--- src/rtl/ov7670_pkg.sv ---
// Shared definitions for the OV7670 transmit-side emulator: RGB444 widths,
// default VGA timing, pattern encodings and the color-bar table.
package ov7670_pkg;

   localparam int R_W   = 4;
   localparam int G_W   = 4;
   localparam int B_W   = 4;
   localparam int RGB_W = R_W + G_W + B_W;

   localparam int DEF_H_ACTIVE = 640;
   localparam int DEF_H_TOTAL  = 784;
   localparam int DEF_V_SYNC   = 3;
   localparam int DEF_V_BP     = 17;
   localparam int DEF_V_ACTIVE = 480;
   localparam int DEF_V_TOTAL  = 510;

   typedef enum logic [1:0] {
      PAT_BARS  = 2'd0,
      PAT_RAMP  = 2'd1,
      PAT_SOLID = 2'd2,
      PAT_CHECK = 2'd3
   } pattern_t;

   typedef enum logic {
      ST_IDLE,
      ST_FRAME
   } state_t;

   // Bar 0 (white) sits in the least significant slot.
   localparam logic [8*RGB_W-1:0] BAR_TABLE = {
      12'h000, 12'h00F, 12'hF00, 12'hF0F,
      12'h0F0, 12'h0FF, 12'hFF0, 12'hFFF
   };

   function automatic logic [RGB_W-1:0] bar_color(input logic [2:0] idx);
      return BAR_TABLE[int'(idx)*RGB_W +: RGB_W];
   endfunction

endpackage

--- src/rtl/ov7670_tx_pattern_gen.sv ---
// Combinational test-pattern map (pattern, x, y, solid) -> RGB444.
// The checkerboard is only built when OV7670_TX_CHECKER_EN is defined.
module ov7670_tx_pattern_gen
   import ov7670_pkg::*;
#(
   parameter int H_ACTIVE = DEF_H_ACTIVE,
   parameter int XW       = 10
)
(
   input  pattern_t         pattern,
   input  logic [XW-1:0]    x,
`ifdef OV7670_TX_CHECKER_EN
   input  logic             y_tile,
`endif
   input  logic [RGB_W-1:0] solid,
   output logic [RGB_W-1:0] rgb
);

   localparam int BAR_W = H_ACTIVE / 8;

   logic [2:0]       bar_idx;
   logic [RGB_W-1:0] bars_rgb;

   // Threshold compare instead of a divider keeps the bar index at 3 bits.
   always_comb begin
      bar_idx = 3'd0;
      for (int k = 1; k < 8; k++) begin
         if (int'(x) >= k * BAR_W) begin
            bar_idx = 3'(k);
         end
      end
   end

   assign bars_rgb = bar_color(bar_idx);

   always_comb begin
      rgb = bars_rgb;
      case (pattern)
         PAT_RAMP:  rgb = {x[5:2], x[5:2], x[5:2]};
         PAT_SOLID: rgb = solid;
`ifdef OV7670_TX_CHECKER_EN
         PAT_CHECK: rgb = (x[3] ^ y_tile) ? 12'h000 : 12'hFFF;
`endif
         default:   rgb = bars_rgb;
      endcase
   end

endmodule

--- src/rtl/ov7670_tx_emulator.sv ---
// OV7670 camera-side emulator: PCLK/VSYNC/HREF/D[7:0] in RGB444 with VGA timing.
// Define OV7670_TX_CHECKER_EN to make pattern 3 an 8x8 checkerboard.
module ov7670_tx_emulator
   import ov7670_pkg::*;
#(
   parameter int H_ACTIVE = DEF_H_ACTIVE,
   parameter int H_TOTAL  = DEF_H_TOTAL,
   parameter int V_SYNC   = DEF_V_SYNC,
   parameter int V_BP     = DEF_V_BP,
   parameter int V_ACTIVE = DEF_V_ACTIVE,
   parameter int V_TOTAL  = DEF_V_TOTAL
)
(
   input  logic             i_clk,
   input  logic             i_reset,
   input  logic             i_enable,
   input  logic [1:0]       i_pattern,
   input  logic [RGB_W-1:0] i_solid_rgb,
   output logic             o_PCLK,
   output logic             o_VS,
   output logic             o_HS,
   output logic [7:0]       o_DATA,
   output logic             o_frame_done,
   output logic             o_busy
);

   localparam int HW      = $clog2(H_TOTAL + 1);
   localparam int VW      = $clog2(V_TOTAL + 1);
   localparam int XW      = (HW < 6) ? 6 : HW;
   localparam int V_START = V_SYNC + V_BP;
   localparam int V_END   = V_START + V_ACTIVE;

   localparam logic [HW-1:0] H_LAST      = HW'(H_TOTAL - 1);
   localparam logic [HW-1:0] H_ACT       = HW'(H_ACTIVE);
   localparam logic [VW-1:0] V_LAST      = VW'(V_TOTAL - 1);
   localparam logic [VW-1:0] V_SYNC_END  = VW'(V_SYNC);
   localparam logic [VW-1:0] V_ACT_START = VW'(V_START);
   localparam logic [VW-1:0] V_ACT_END   = VW'(V_END);

   if (V_END > V_TOTAL || H_ACTIVE >= H_TOTAL || (H_ACTIVE % 8) != 0) begin : g_bad_params
      $error("ov7670_tx_emulator: inconsistent timing parameters");
   end

   state_t           state;
   logic             pclk_ph;
   logic             byte_sel;
   logic [HW-1:0]    h_cnt;
   logic [VW-1:0]    v_cnt;
   pattern_t         pat_q;
   logic [RGB_W-1:0] solid_q;

   logic             at_last;
   logic             load;
   logic             run;
   logic             n_ph;
   logic             n_bs;
   logic [HW-1:0]    n_h;
   logic [VW-1:0]    n_v;
   pattern_t         n_pat;
   logic [RGB_W-1:0] n_solid;
   logic             n_vs;
   logic             n_hs;
   logic             n_last;
   logic [RGB_W-1:0] rgb;
   logic [7:0]       n_byte;

   assign at_last = (state == ST_FRAME) && pclk_ph && byte_sel &&
                    (h_cnt == H_LAST) && (v_cnt == V_LAST);
   assign load    = i_enable && ((state == ST_IDLE) || at_last);
   assign run     = load || ((state == ST_FRAME) && !at_last);

   // Outputs are derived from the position the counters move to on this edge,
   // so the registered outputs line up with the counters they describe.
   always_comb begin
      n_ph    = ~pclk_ph;
      n_bs    = byte_sel;
      n_h     = h_cnt;
      n_v     = v_cnt;
      n_pat   = pat_q;
      n_solid = solid_q;
      if (load) begin
         n_ph    = 1'b0;
         n_bs    = 1'b0;
         n_h     = '0;
         n_v     = '0;
         n_pat   = pattern_t'(i_pattern);
         n_solid = i_solid_rgb;
      end else if (pclk_ph) begin
         n_bs = ~byte_sel;
         if (byte_sel) begin
            if (h_cnt == H_LAST) begin
               n_h = '0;
               n_v = v_cnt + 1'b1;
            end else begin
               n_h = h_cnt + 1'b1;
            end
         end
      end
   end

   assign n_vs   = (n_v < V_SYNC_END);
   assign n_hs   = (n_v >= V_ACT_START) && (n_v < V_ACT_END) && (n_h < H_ACT);
   assign n_last = n_ph && n_bs && (n_h == H_LAST) && (n_v == V_LAST);
   assign n_byte = n_bs ? rgb[G_W+B_W-1:0] : {4'h0, rgb[RGB_W-1 -: R_W]};

`ifdef OV7670_TX_CHECKER_EN
   logic [3:0] y_cnt;
   logic [3:0] n_y;

   // Only the row-tile parity matters, so the active-line index wraps mod 16.
   always_comb begin
      n_y = y_cnt;
      if (load) begin
         n_y = 4'd0;
      end else if (pclk_ph && byte_sel && (h_cnt == H_LAST) &&
                   (v_cnt >= V_ACT_START) && (v_cnt < V_ACT_END)) begin
         n_y = y_cnt + 4'd1;
      end
   end
`endif

   ov7670_tx_pattern_gen #(
      .H_ACTIVE (H_ACTIVE),
      .XW       (XW)
   ) u_pattern_gen (
      .pattern  (n_pat),
      .x        (XW'(n_h)),
`ifdef OV7670_TX_CHECKER_EN
      .y_tile   (n_y[3]),
`endif
      .solid    (n_solid),
      .rgb      (rgb)
   );

   // Frame FSM; VS/HS/DATA only move on the edge that drives PCLK low.
   always_ff @(posedge i_clk) begin
      if (i_reset || !run) begin
         state        <= ST_IDLE;
         pclk_ph      <= 1'b0;
         byte_sel     <= 1'b0;
         h_cnt        <= '0;
         v_cnt        <= '0;
         o_PCLK       <= 1'b0;
         o_VS         <= 1'b0;
         o_HS         <= 1'b0;
         o_DATA       <= 8'h00;
         o_frame_done <= 1'b0;
         o_busy       <= 1'b0;
         if (i_reset) begin
            pat_q   <= PAT_BARS;
            solid_q <= '0;
         end
`ifdef OV7670_TX_CHECKER_EN
         y_cnt <= 4'd0;
`endif
      end else begin
         state        <= ST_FRAME;
         pclk_ph      <= n_ph;
         byte_sel     <= n_bs;
         h_cnt        <= n_h;
         v_cnt        <= n_v;
         pat_q        <= n_pat;
         solid_q      <= n_solid;
         o_PCLK       <= n_ph;
         o_busy       <= 1'b1;
         o_frame_done <= n_last;
         if (!n_ph) begin
            o_VS   <= n_vs;
            o_HS   <= n_hs;
            o_DATA <= n_hs ? n_byte : 8'h00;
         end
`ifdef OV7670_TX_CHECKER_EN
         y_cnt <= n_y;
`endif
      end
   end

endmodule

--- config.mk ---
export PLATFORM = sky130hd
export DESIGN_NAME = ov7670_tx_emulator
export DESIGN_NICKNAME = d
export VERILOG_FILES = /design/src/rtl/ov7670_pkg.sv /design/src/rtl/ov7670_tx_pattern_gen.sv /design/src/rtl/ov7670_tx_emulator.sv
export SDC_FILE = /design/constraint.sdc
export NUM_CORES = 1
export LEC_CHECK = 0
export ABC_AREA = 1
export BUFFER_PORTS_ARGS = -buffer_cell sky130_fd_sc_hd__clkbuf_2
export CAP_MARGIN = 25
export CORE_UTILIZATION = 53
export CTS_CLUSTER_DIAMETER = 200
export DETAILED_ROUTE_END_ITERATION = 8
export PLACE_DENSITY = 0.81
export RECOVER_POWER = 100
export SYNTH_ARGS = -nofsm -noshare
export SYNTH_HDL_FRONTEND = slang
export SYNTH_SLANG_ARGS = --single-unit
--- constraint.sdc ---
create_clock -name i_clk -period 2.76 [get_ports i_clk]
set_input_delay 0.414 -clock i_clk [delete_from_list [all_inputs] [get_ports i_clk]]
set_output_delay 0.414 -clock i_clk [all_outputs]
set_load 0.02 [all_outputs]
==> reports/metrics.yaml, run 1 <==
layout:
  fin_area_mm2: 0.00331
  final_cell_mix: "nand2_1 (87), nor2_1 (72), inv_1 (42)"
  areaGrowthSynthToFinish_pct: 14.1
  fillers: 466
  utilization: 0.636
  nets: 458
  drive_gt1_frac: 0.192
  diodes: 0
  layout_commonest_cell: "nand2_1"
synth:
  synth_fp_nets: 425
  async_flop_share: 0
  syn_avg_cell_area_um2: 7.20
  synth_area_leaders: "dfxtp_1 (23%), edfxtp_1 (14%), nand2_1 (12%)"
  yosys.area.top_type_share: 0.228
  ys_seq_area_frac: 0.372
  yosys_warnings: 0
  synth.ff_latch_count: 47
  synthCells: 403
  synth_top_area_cell: "dfxtp_1"
  synth_cell_types: 37
  synth-edff-count: 14
  syn_area_mm2: 0.00290
  ys.flop_type: "dfxtp_1"
cts:
  clockBufferDepth: 2
  cts.sinks: 47
  cts_hold_buffers: 0
  cts-resized-gates: 0
  cts_setup_buffers: 0
  path_clk_slew_ns: 0.09
  cts_tree: "yes"
  cts-buffers-inserted: 5
  ctsHtreeMaxLevel: 2
  cts_root_buf: "clkbuf_8"
  clock_latency_ns: 0.31
floorplanning:
  placementRows: 26
  dieHeight_um: 76.0
  die_area_mm2: 0.00578
  start_util: 0.558
  die_x_um: 76.0
  core-area_mm2: 0.00520
  pin_count: 30
setup_path:
  path_buf_inv: 6
  crit_family: "simple AND/OR/NAND/NOR gates"
  critical_path.cell_chain: "ha_1 > inv_2 > nor2_4 > inv_2 > nor2_4 > nand2_2 > nand2_4 > nand2_8 > clkinv_2 > or2_2 > o21ai_4 > inv_2 > ha_4 > inv_1 > nand2_1 > inv_1 > o21ai_0 > nand2_1 > nand2_1 > nand2_1 > nand2_1"
  cp_num_cells: 21
  crit_arrival_ns: 2.82
  rr_worst_depth: 21
  cp-end-kind: "register"
  r2r-start: "h_cnt[1]$_SDFF_PN0_"
  cpMostUsedCell: "nand2_1"
  startpoint_type: "register"
  cpPeakStageDelay_ns: 0.34
  r2r_slack_ns: 0.14
  worstPathMaxFanout: 5
  cp_slowest_cell: "dfxtp_2"
  crit_type: "register to register"
  r2r_end: "o_DATA[3]$_SDFFE_PN0N_"
  endpoint: "o_DATA[3]$_SDFFE_PN0N_"
  cp.required_ns: 2.97
  crit_path_start: "h_cnt[1]$_SDFF_PN0_"
detailed_routing:
  routed_wl_mm: 6.91
  routedWlPerCell_um: 13.6
  avgViaCountPerCell: 5.24
  vias: 2656
  drc: 0
  drtIter0Drc: 220
  first_pass_iters: 4
  drtAntennaViolNets: 0
grt:
  overflow: 0
  grt_first_pass_wirelength_mm: 11.9
  grt_pass1_vias: 2717
  grt_max_degree: 33
  grt_use_total: 0.253
  grt_antenna_before_repair: 0
timing:
  relSlewSlack: 0.543
  max_freq_mhz: 382
  final.period_utilization: 0.949
  fin_crit_ns: 2.62
  drv_slew: 0
  rsz0062_at_grt: "true"
  final_hold_viol_count: 0
  setup_violations: 0
  tightest_slew_ns: 0.683
  fin_ws_ns: 0.142
  skew_ns: 0.00724
placement:
  dp_slack_ns: 0.0948
  place_hpwl_mm: 5.25
  place_congestion: 0.964
  post_dp_cell_area_mm2: 0.00315
  portBuffers: 29
pwr:
  p_leak_nw: 1.48
  power_density_mw_per_mm2: 451
  ir_drop_mv: 0.311
flow_run:
  cap_viol_max_count: 0
outcome:
  status: "finished, final reports clean"
hold_path:
  hold_depth: 2
  hp-class: "input port to register"
## synthesized netlist by cell type, types with 3 or more instances
cell       n
inv_2      5
dfxtp_1   33
nor3_1     8
ha_1       5
o21ai_0   15
nand2_2    9
inv_1     44
o21ai_1    9
nand3_1   22
nor4_1     3
nand3_2    8
nand4_1    6
buf_6      4
nor2_4     4
a21oi_1   10
nor2_1    72
xor2_1     4
nor2_2     3
edfxtp_1  14
mux2i_1   12
clkbuf_1   6
nand2_1   89
## how the worst min path moves through the flow
| stage | startpoint | to | slack, ns |
|---|---|---|---|
| 2_1_floorplan | i_reset | state$_DFF_P_ | 0.49 |
| 6_report | i_reset | state$_DFF_P_ | 0.31 |
| 3_3_place_gp | o_DATA[1]$_SDFFE_PN0N_ | o_DATA[1]$_SDFFE_PN0N_ | 0.44 |
| 3_5_place_dp | o_DATA[4]$_SDFFE_PN0N_ | o_DATA[4]$_SDFFE_PN0N_ | 0.45 |
| 5_1_grt | i_reset | state$_DFF_P_ | 0.32 |
| 4_1_cts | i_reset | state$_DFF_P_ | 0.30 |
## logic make-up (layout without fill, tap and decap cells)
| kind of cell | after synthesis | after routing | synth area share |
|---|---|---|---|
| xor+xnor | 4 | 4 | 0.0121 |
| simple gates | 233 | 233 | 0.385 |
| mux | 12 | 12 | 0.0414 |
| fa+ha+maj | 5 | 5 | 0.0216 |
| flops | 47 | 47 | 0.372 |
| buf+inv | 61 | 95 | 0.0901 |
| compound gates | 41 | 41 | 0.0776 |
## final cells by class
| type | instances | area, um^2 | area share |
|---|---|---|---|
| well taps | 70 | 87.6 | 0.0264 |
| multi-input cells | 295 | 1620 | 0.489 |
| flip-flops and latches | 47 | 1080 | 0.327 |
| inverters | 50 | 189 | 0.0570 |
| clock buffers | 6 | 82.6 | 0.0249 |
| clock inverters | 2 | 35.0 | 0.0106 |
| repair buffers | 37 | 216 | 0.0654 |
## state kept, by name, summed over array words and instances (netlist names)
register,cells
o_DATA,8
state,1
o_VS,1
solid_q,12
byte_sel,1
h_cnt,10
pclk_ph,1
v_cnt,9
o_HS,1
pat_q,2
o_frame_done,1
## where the power goes
| group | internal, mW | switching [mW] | total [mW] |
|---|---|---|---|
| logic | 0.0776 | 0.143 | 0.220 |
| clock network | 0.293 | 0.237 | 0.530 |
| registers | 0.735 | 0.00836 | 0.743 |
| total | 1.11 | 0.388 | 1.49 |
## layer usage
layer  GRT usage  wire length (um)  vias up
li1            -                 -     1363
met1       0.292              2870     1206
met2       0.463              3530       69
met3      0.0419               331       18
met4       0.106               182        0
met5           0                 0        -
## stage by stage
stage	TNS, ns	cells	hold WS (ns)	power (mW)
2_1_floorplan	0	403	0.495	0.899
3_3_place_gp	0	499	0.441	0.950
3_5_place_dp	0	499	0.447	0.959
4_1_cts	0	507	0.300	1.48
5_1_grt	-0.0786	507	0.317	1.55
6_report	0	507	0.309	1.49
No activity file was read; power rests on OpenSTA's default activity.
==> inputs of run 2 (changes only) <==
--- a/config.mk
+++ b/config.mk
@@ -8,10 +8,11 @@
 export ABC_AREA = 1
 export BUFFER_PORTS_ARGS = -buffer_cell sky130_fd_sc_hd__clkbuf_2
 export CAP_MARGIN = 25
-export CORE_UTILIZATION = 53
+export CORE_ASPECT_RATIO = 1.5
+export CORE_UTILIZATION = 25
 export CTS_CLUSTER_DIAMETER = 200
 export DETAILED_ROUTE_END_ITERATION = 8
-export PLACE_DENSITY = 0.81
+export PLACE_DENSITY = 0.47
 export RECOVER_POWER = 100
 export SYNTH_ARGS = -nofsm -noshare
 export SYNTH_HDL_FRONTEND = slang
==> run 2 against run 1 <==
  * Wire length rose by 19%
  * Sequential share of layout area fell by 1.8 points
  * Clock skew rose by 0.0033 ns
==> reports/metrics.yaml, run 2 (same netlist as run 1, synthesis figures left out) <==
grt:
  overflow: 0
  grt_use_total: 0.141
  grt_first_pass_wirelength_mm: 13.1
  grt_pass1_vias: 2648
  grt_antenna_before_repair: 0
  grt_max_degree: 35
setup_path:
  cp.required_ns: 3.00
  worstPathMaxFanout: 5
  critical_path.cell_chain: "ha_2 > inv_2 > nor2_4 > inv_2 > nor2_4 > nand2_2 > nand2_4 > nand2_4 > clkinv_2 > or2_2 > o21ai_2 > inv_1 > ha_4 > inv_1 > nand2_1 > nor2_1 > nor2_1 > nand2_1 > a21oi_1 > nand2_1 > nand2_1"
  cpPeakStageDelay_ns: 0.33
  cpMostUsedCell: "nand2_1"
  startpoint_type: "register"
  r2r_slack_ns: 0.21
  cp-end-kind: "register"
  crit_type: "register to register"
  crit_arrival_ns: 2.79
  cp_slowest_cell: "dfxtp_2"
layout:
  utilization: 0.314
  largest_reg_flops: 12
  nets: 472
  drive_gt1_frac: 0.208
  largest-register: "solid_q"
  fillers: 1273
  diodes: 0
  top_regs: "solid_q: 12 flops, h_cnt: 10 flops, v_cnt: 9 flops"
  areaGrowthSynthToFinish_pct: 21.0
  layout_commonest_cell: "nand2_1"
  final_cell_mix: "nand2_1 (89), nor2_1 (69), inv_1 (42)"
timing:
  max_freq_mhz: 392
  final_hold_viol_count: 0
  final.period_utilization: 0.924
  fin_crit_ns: 2.55
  rsz0062_at_grt: "false"
  hold_ws_ns: 0.362
  relSlewSlack: 0.475
  drv_slew: 0
  skew_ns: 0.0105
  setup_violations: 0
  tightest_slew_ns: 0.788
  tns_ns: 0
pwr:
  p_leak_nw: 1.54
  ir_drop_mv: 0.301
  total_power_mw: 1.57
  power_density_mw_per_mm2: 446
detailed_routing:
  first_pass_iters: 4
  drtIter0Drc: 100
  vias: 2680
  avgViaCountPerCell: 4.48
  routed_wl_mm: 8.23
  routedWlPerCell_um: 13.8
  drc: 0
  drtAntennaViolNets: 0
cts:
  cts.sinks: 47
  cts_root_buf: "clkbuf_16"
  cts_hold_buffers: 0
  clock_latency_ns: 0.30
  cts_tree: "yes"
  ctsHtreeMaxLevel: 2
  clockBufferDepth: 2
  path_clk_slew_ns: 0.07
  cts-buffers-inserted: 5
outcome:
  status: "finished, final reports clean"
floorplanning:
  core-area_mm2: 0.0112
  pin_count: 30
  dieHeight_um: 134
  start_util: 0.260
  die_area_mm2: 0.0121
  placementRows: 47
  die_x_um: 90.0
placement:
  place_hpwl_mm: 6.56
  portBuffers: 29
  place_congestion: 0.858
hold_path:
  hp-class: "input port to register"
flow_run:
  cap_viol_max_count: 0
[run 2: cell count changes in the layout (fill, tap and decap cells not counted), sizes merged]
cell	previous run	this run
buf	8	20
clkbuf	35	37
bufinv	1	0
clkinv	2	3
clkinvlp	0	1
inv	49	48
[run 2: routing by layer]
| layer | GRT usage | wire, um | vias to the layer above |
|---|---|---|---|
| met3 | 0.0210 | 211 | 17 |
| met1 | 0.141 | 3140 | 1220 |
| met5 | 0 | 0 | - |
| li1 | - | - | 1393 |
| met4 | 0.0753 | 301 | 0 |
| met2 | 0.277 | 4580 | 50 |
[run 2: area by class of cell]
cell class / count / area [um^2] / share of cell area
multi-input cells: 295 / 1600 / 0.457
flip-flops and latches: 47 / 1080 / 0.309
repair buffers: 51 / 307 / 0.0873
inverters: 50 / 193 / 0.0549
well taps: 147 / 184 / 0.0524
clock buffers: 6 / 129 / 0.0367
clock inverters: 2 / 12.5 / 0.00356
[run 2: worst max-delay path, delay by kind of cell, from the launching register on]
| kind | cells | cell delay [ns] |
|---|---|---|
| fa+ha+maj | 2 | 0.48 |
| simple gates | 12 | 1.10 |
| buf+inv | 5 | 0.39 |
| compound gates | 2 | 0.20 |
| flops | 1 | 0.33 |
[run 2: power by group]
part	switching, mW	internal [mW]	leakage [nW]	total [mW]
combinational	0.142	0.0780	1.04	0.220
clock	0.269	0.335	0.0685	0.604
sequential	0.00756	0.735	0.426	0.743
total	0.418	1.15	1.54	1.57
[run 2: timing repair]
item | CTS | global route
hold endpoints to repair | 0 | 0
resized for setup | 0 | 16
setup endpoints to repair | 0 | 9
setup buffers | 0 | 6
[run 2: through the flow]
stage	setup WS (ns)	cells	instance area, um^2
2_1_floorplan	0.0355	403	2910
3_3_place_gp	0.0980	584	3300
4_1_cts	0.0445	592	3440
5_1_grt	0.00353	598	3510
6_report	0.211	598	3510
3_5_place_dp	0.0668	584	3300
[run 2: final timing paths]
| path | depth (start not counted) | endpoint | start |
|---|---|---|---|
| worst max-delay path | 21 | o_DATA[2]$_SDFFE_PN0N_ | h_cnt[0]$_SDFF_PN0_ |
| worst min-delay path | 2 | state$_DFF_P_ | i_reset |
| worst max register to register | 21 | o_DATA[2]$_SDFFE_PN0N_ | h_cnt[0]$_SDFF_PN0_ |
| worst min register to register | 2 | o_DATA[2]$_SDFFE_PN0N_ | o_DATA[2]$_SDFFE_PN0N_ |
==> inputs of run 3 (changes only) <==
--- a/config.mk
+++ b/config.mk
@@ -6,13 +6,13 @@
 export NUM_CORES = 1
 export LEC_CHECK = 0
 export ABC_AREA = 1
-export BUFFER_PORTS_ARGS = -buffer_cell sky130_fd_sc_hd__clkbuf_2
 export CAP_MARGIN = 25
 export CORE_ASPECT_RATIO = 1.5
 export CORE_UTILIZATION = 25
 export CTS_CLUSTER_DIAMETER = 200
 export DETAILED_ROUTE_END_ITERATION = 8
-export PLACE_DENSITY = 0.47
+export DONT_BUFFER_PORTS = 1
+export PLACE_DENSITY = 0.41
 export RECOVER_POWER = 100
 export SYNTH_ARGS = -nofsm -noshare
 export SYNTH_HDL_FRONTEND = slang
==> run 3 against run 2 <==
  * Register-to-register slack barely moved
  * Hold slack got worse by 0.16 ns
  * Via count fell by 2.2%
  * Cell count fell by 4.3%
  * Clock skew fell by 0.0047 ns
  * Die area did not move
  * Clock power rose by 9.4%
  * Power rose by 2.7%
  * Count of clock-buffer cells in the layout rose by 1
  * Critical path depth fell by 3
  * Global-route usage rose by 0.36 points
==> reports/metrics.yaml, run 3 (same netlist as run 1, synthesis figures left out) <==
detailed_routing:
  vias: 2620
  drtAntennaViolNets: 0
  routed_wl_mm: 8.40
  routedWlPerCell_um: 14.7
  avgViaCountPerCell: 4.58
  drc: 0
  first_pass_iters: 4
  drtIter0Drc: 109
setup_path:
  cp.required_ns: 2.98
  path_buf_inv: 4
  critical_path.cell_chain: "ha_2 > inv_2 > nor2_4 > buf_4 > nand3_4 > nor2_4 > buf_6 > nand3_2 > nand2_1 > nand2_2 > nor2_4 > nand2_1 > nand2_2 > nand4_4 > nor2_4 > clkbuf_4 > nand3_1 > o21ai_1"
  crit_family: "simple AND/OR/NAND/NOR gates"
  crit_type: "register to register"
  cp_slowest_cell: "dfxtp_1"
  rr_worst_depth: 18
  r2r_slack_ns: 0.22
  r2r_end: "o_DATA[6]$_SDFFE_PN0N_"
  startpoint_type: "register"
  worstPathMaxFanout: 8
  cpPeakStageDelay_ns: 0.34
  cpMostUsedCell: "nor2_4"
  crit_arrival_ns: 2.76
  r2r-start: "h_cnt[0]$_SDFF_PN0_"
  cp-end-kind: "register"
timing:
  rsz0062_at_grt: "false"
  final_hold_viol_count: 0
  relSlewSlack: 0.479
  fin_crit_ns: 2.54
  tns_ns: 0
  max_freq_mhz: 394
  tightest_slew_ns: 0.781
  skew_ns: 0.00579
  setup_violations: 0
  drv_slew: 0
  final.period_utilization: 0.919
floorplanning:
  placementRows: 47
  dieHeight_um: 134
  die_x_um: 90.0
  start_util: 0.260
  core-area_mm2: 0.0112
  die_area_mm2: 0.0121
  pin_count: 30
layout:
  final_cell_mix: "nand2_1 (88), nor2_1 (70), inv_1 (42)"
  areaGrowthSynthToFinish_pct: 18.2
  drive_gt1_frac: 0.191
  layout_commonest_cell: "nand2_1"
  largest-register: "solid_q"
  nets: 446
  largest_reg_flops: 12
  diodes: 0
  top_regs: "solid_q: 12 flops, h_cnt: 10 flops, v_cnt: 9 flops"
  layoutNonFillerInstCount: 572
hold_path:
  worstHoldStart: "i_reset"
  hold_depth: 1
  hold_path_end: "state$_DFF_P_"
  hp-class: "input port to register"
cts:
  cts_hold_buffers: 0
  cts-buffers-inserted: 5
  clockBufferDepth: 2
  clock_latency_ns: 0.29
  cts_root_buf: "clkbuf_16"
  path_clk_slew_ns: 0.07
  ctsHtreeMaxLevel: 2
  cts_tree: "yes"
  cts.sinks: 47
placement:
  placed_cells: 561
  portBuffers: 0
  place_congestion: 0.839
  place_hpwl_mm: 6.76
grt:
  overflow: 0
  grt_use_total: 0.145
  grt_antenna_before_repair: 0
  grt_max_degree: 41
  grt_first_pass_wirelength_mm: 13.6
  grt_pass1_vias: 2683
pwr:
  p_leak_nw: 1.47
  power_density_mw_per_mm2: 469
  ir_drop_mv: 0.323
  total_power_mw: 1.61
flow_run:
  cap_viol_max_count: 0
outcome:
  status: "finished, final reports clean"
==> run 3: worst max-delay path by stage <==
| stage | depth (start not counted) | start | slack [ns] | end |
|---|---|---|---|---|
| 2_1_floorplan | 22 | h_cnt[0]$_SDFF_PN0_ | 0.04 | o_DATA[0]$_SDFFE_PN0N_ |
| 3_3_place_gp | 21 | h_cnt[1]$_SDFF_PN0_ | 0.04 | o_DATA[1]$_SDFFE_PN0N_ |
| 3_5_place_dp | 21 | h_cnt[1]$_SDFF_PN0_ | 0.004 | o_DATA[1]$_SDFFE_PN0N_ |
| 4_1_cts | 21 | h_cnt[1]$_SDFF_PN0_ | 0.008 | o_DATA[2]$_SDFFE_PN0N_ |
| 5_1_grt | 17 | pclk_ph$_SDFF_PN0_ | 0.01 | o_DATA[2]$_SDFFE_PN0N_ |
| 6_report | 18 | h_cnt[0]$_SDFF_PN0_ | 0.22 | o_DATA[6]$_SDFFE_PN0N_ |
==> run 3: metrics by stage <==
step                      cell area, um^2  hold WS, ns  utilization  setup WS [ns]
after floorplan                      2910        0.495            -         0.0355
after global placement               3210        0.508        0.287         0.0448
after detailed placement             3210        0.508        0.287        0.00405
after CTS                            3370        0.199        0.302        0.00801
after global routing                 3430        0.207        0.307        0.00971
final                                3430        0.200        0.307          0.223
==> run 3: report_power, final <==
part | internal (mW) | total [mW] | switching, mW
registers | 0.735 | 0.744 | 0.00900
logic | 0.0667 | 0.203 | 0.136
clock network | 0.386 | 0.661 | 0.275
==> run 3: routing by layer <==
layer | global-route usage | routed length, um | up-vias
met2 | 0.303 | 4980 | 36
li1 | - | - | 1342
met5 | 0 | 0 | -
met4 | 0.0511 | 177 | 0
met3 | 0.0215 | 235 | 13
met1 | 0.140 | 3010 | 1229
==> run 3: worst reg2reg max path: stages, from the launching register on <==
cell and delay, ns:
dfxtp_1 0.34, ha_2 0.20, inv_2 0.06, nor2_4 0.12, buf_4 0.15, nand3_4 0.10
nor2_4 0.16, buf_6 0.14, nand3_2 0.08, nand2_1 0.08, nand2_2 0.06, nor2_4 0.15
nand2_1 0.08, nand2_2 0.08, nand4_4 0.13, nor2_4 0.17, clkbuf_4 0.15, nand3_1 0.07
o21ai_1 0.14
==> run 3: repair_timing <==
item	in CTS	in global routing
setup buffers	0	3
endpoints found under the hold margin	0	0
cloned	0	0
setup endpoints to repair	2	9
pin swaps	0	4
gates resized for setup	2	17
==> run 3: final cells by class <==
class | count | area, um^2
fill | 1271 | 7740
multi-input combinational | 295 | 1620
sequential | 47 | 1080
timing repair buffer | 25 | 198
inverter | 50 | 190
tap | 147 | 184
clock buffer | 7 | 153
clock inverter | 1 | 7.51
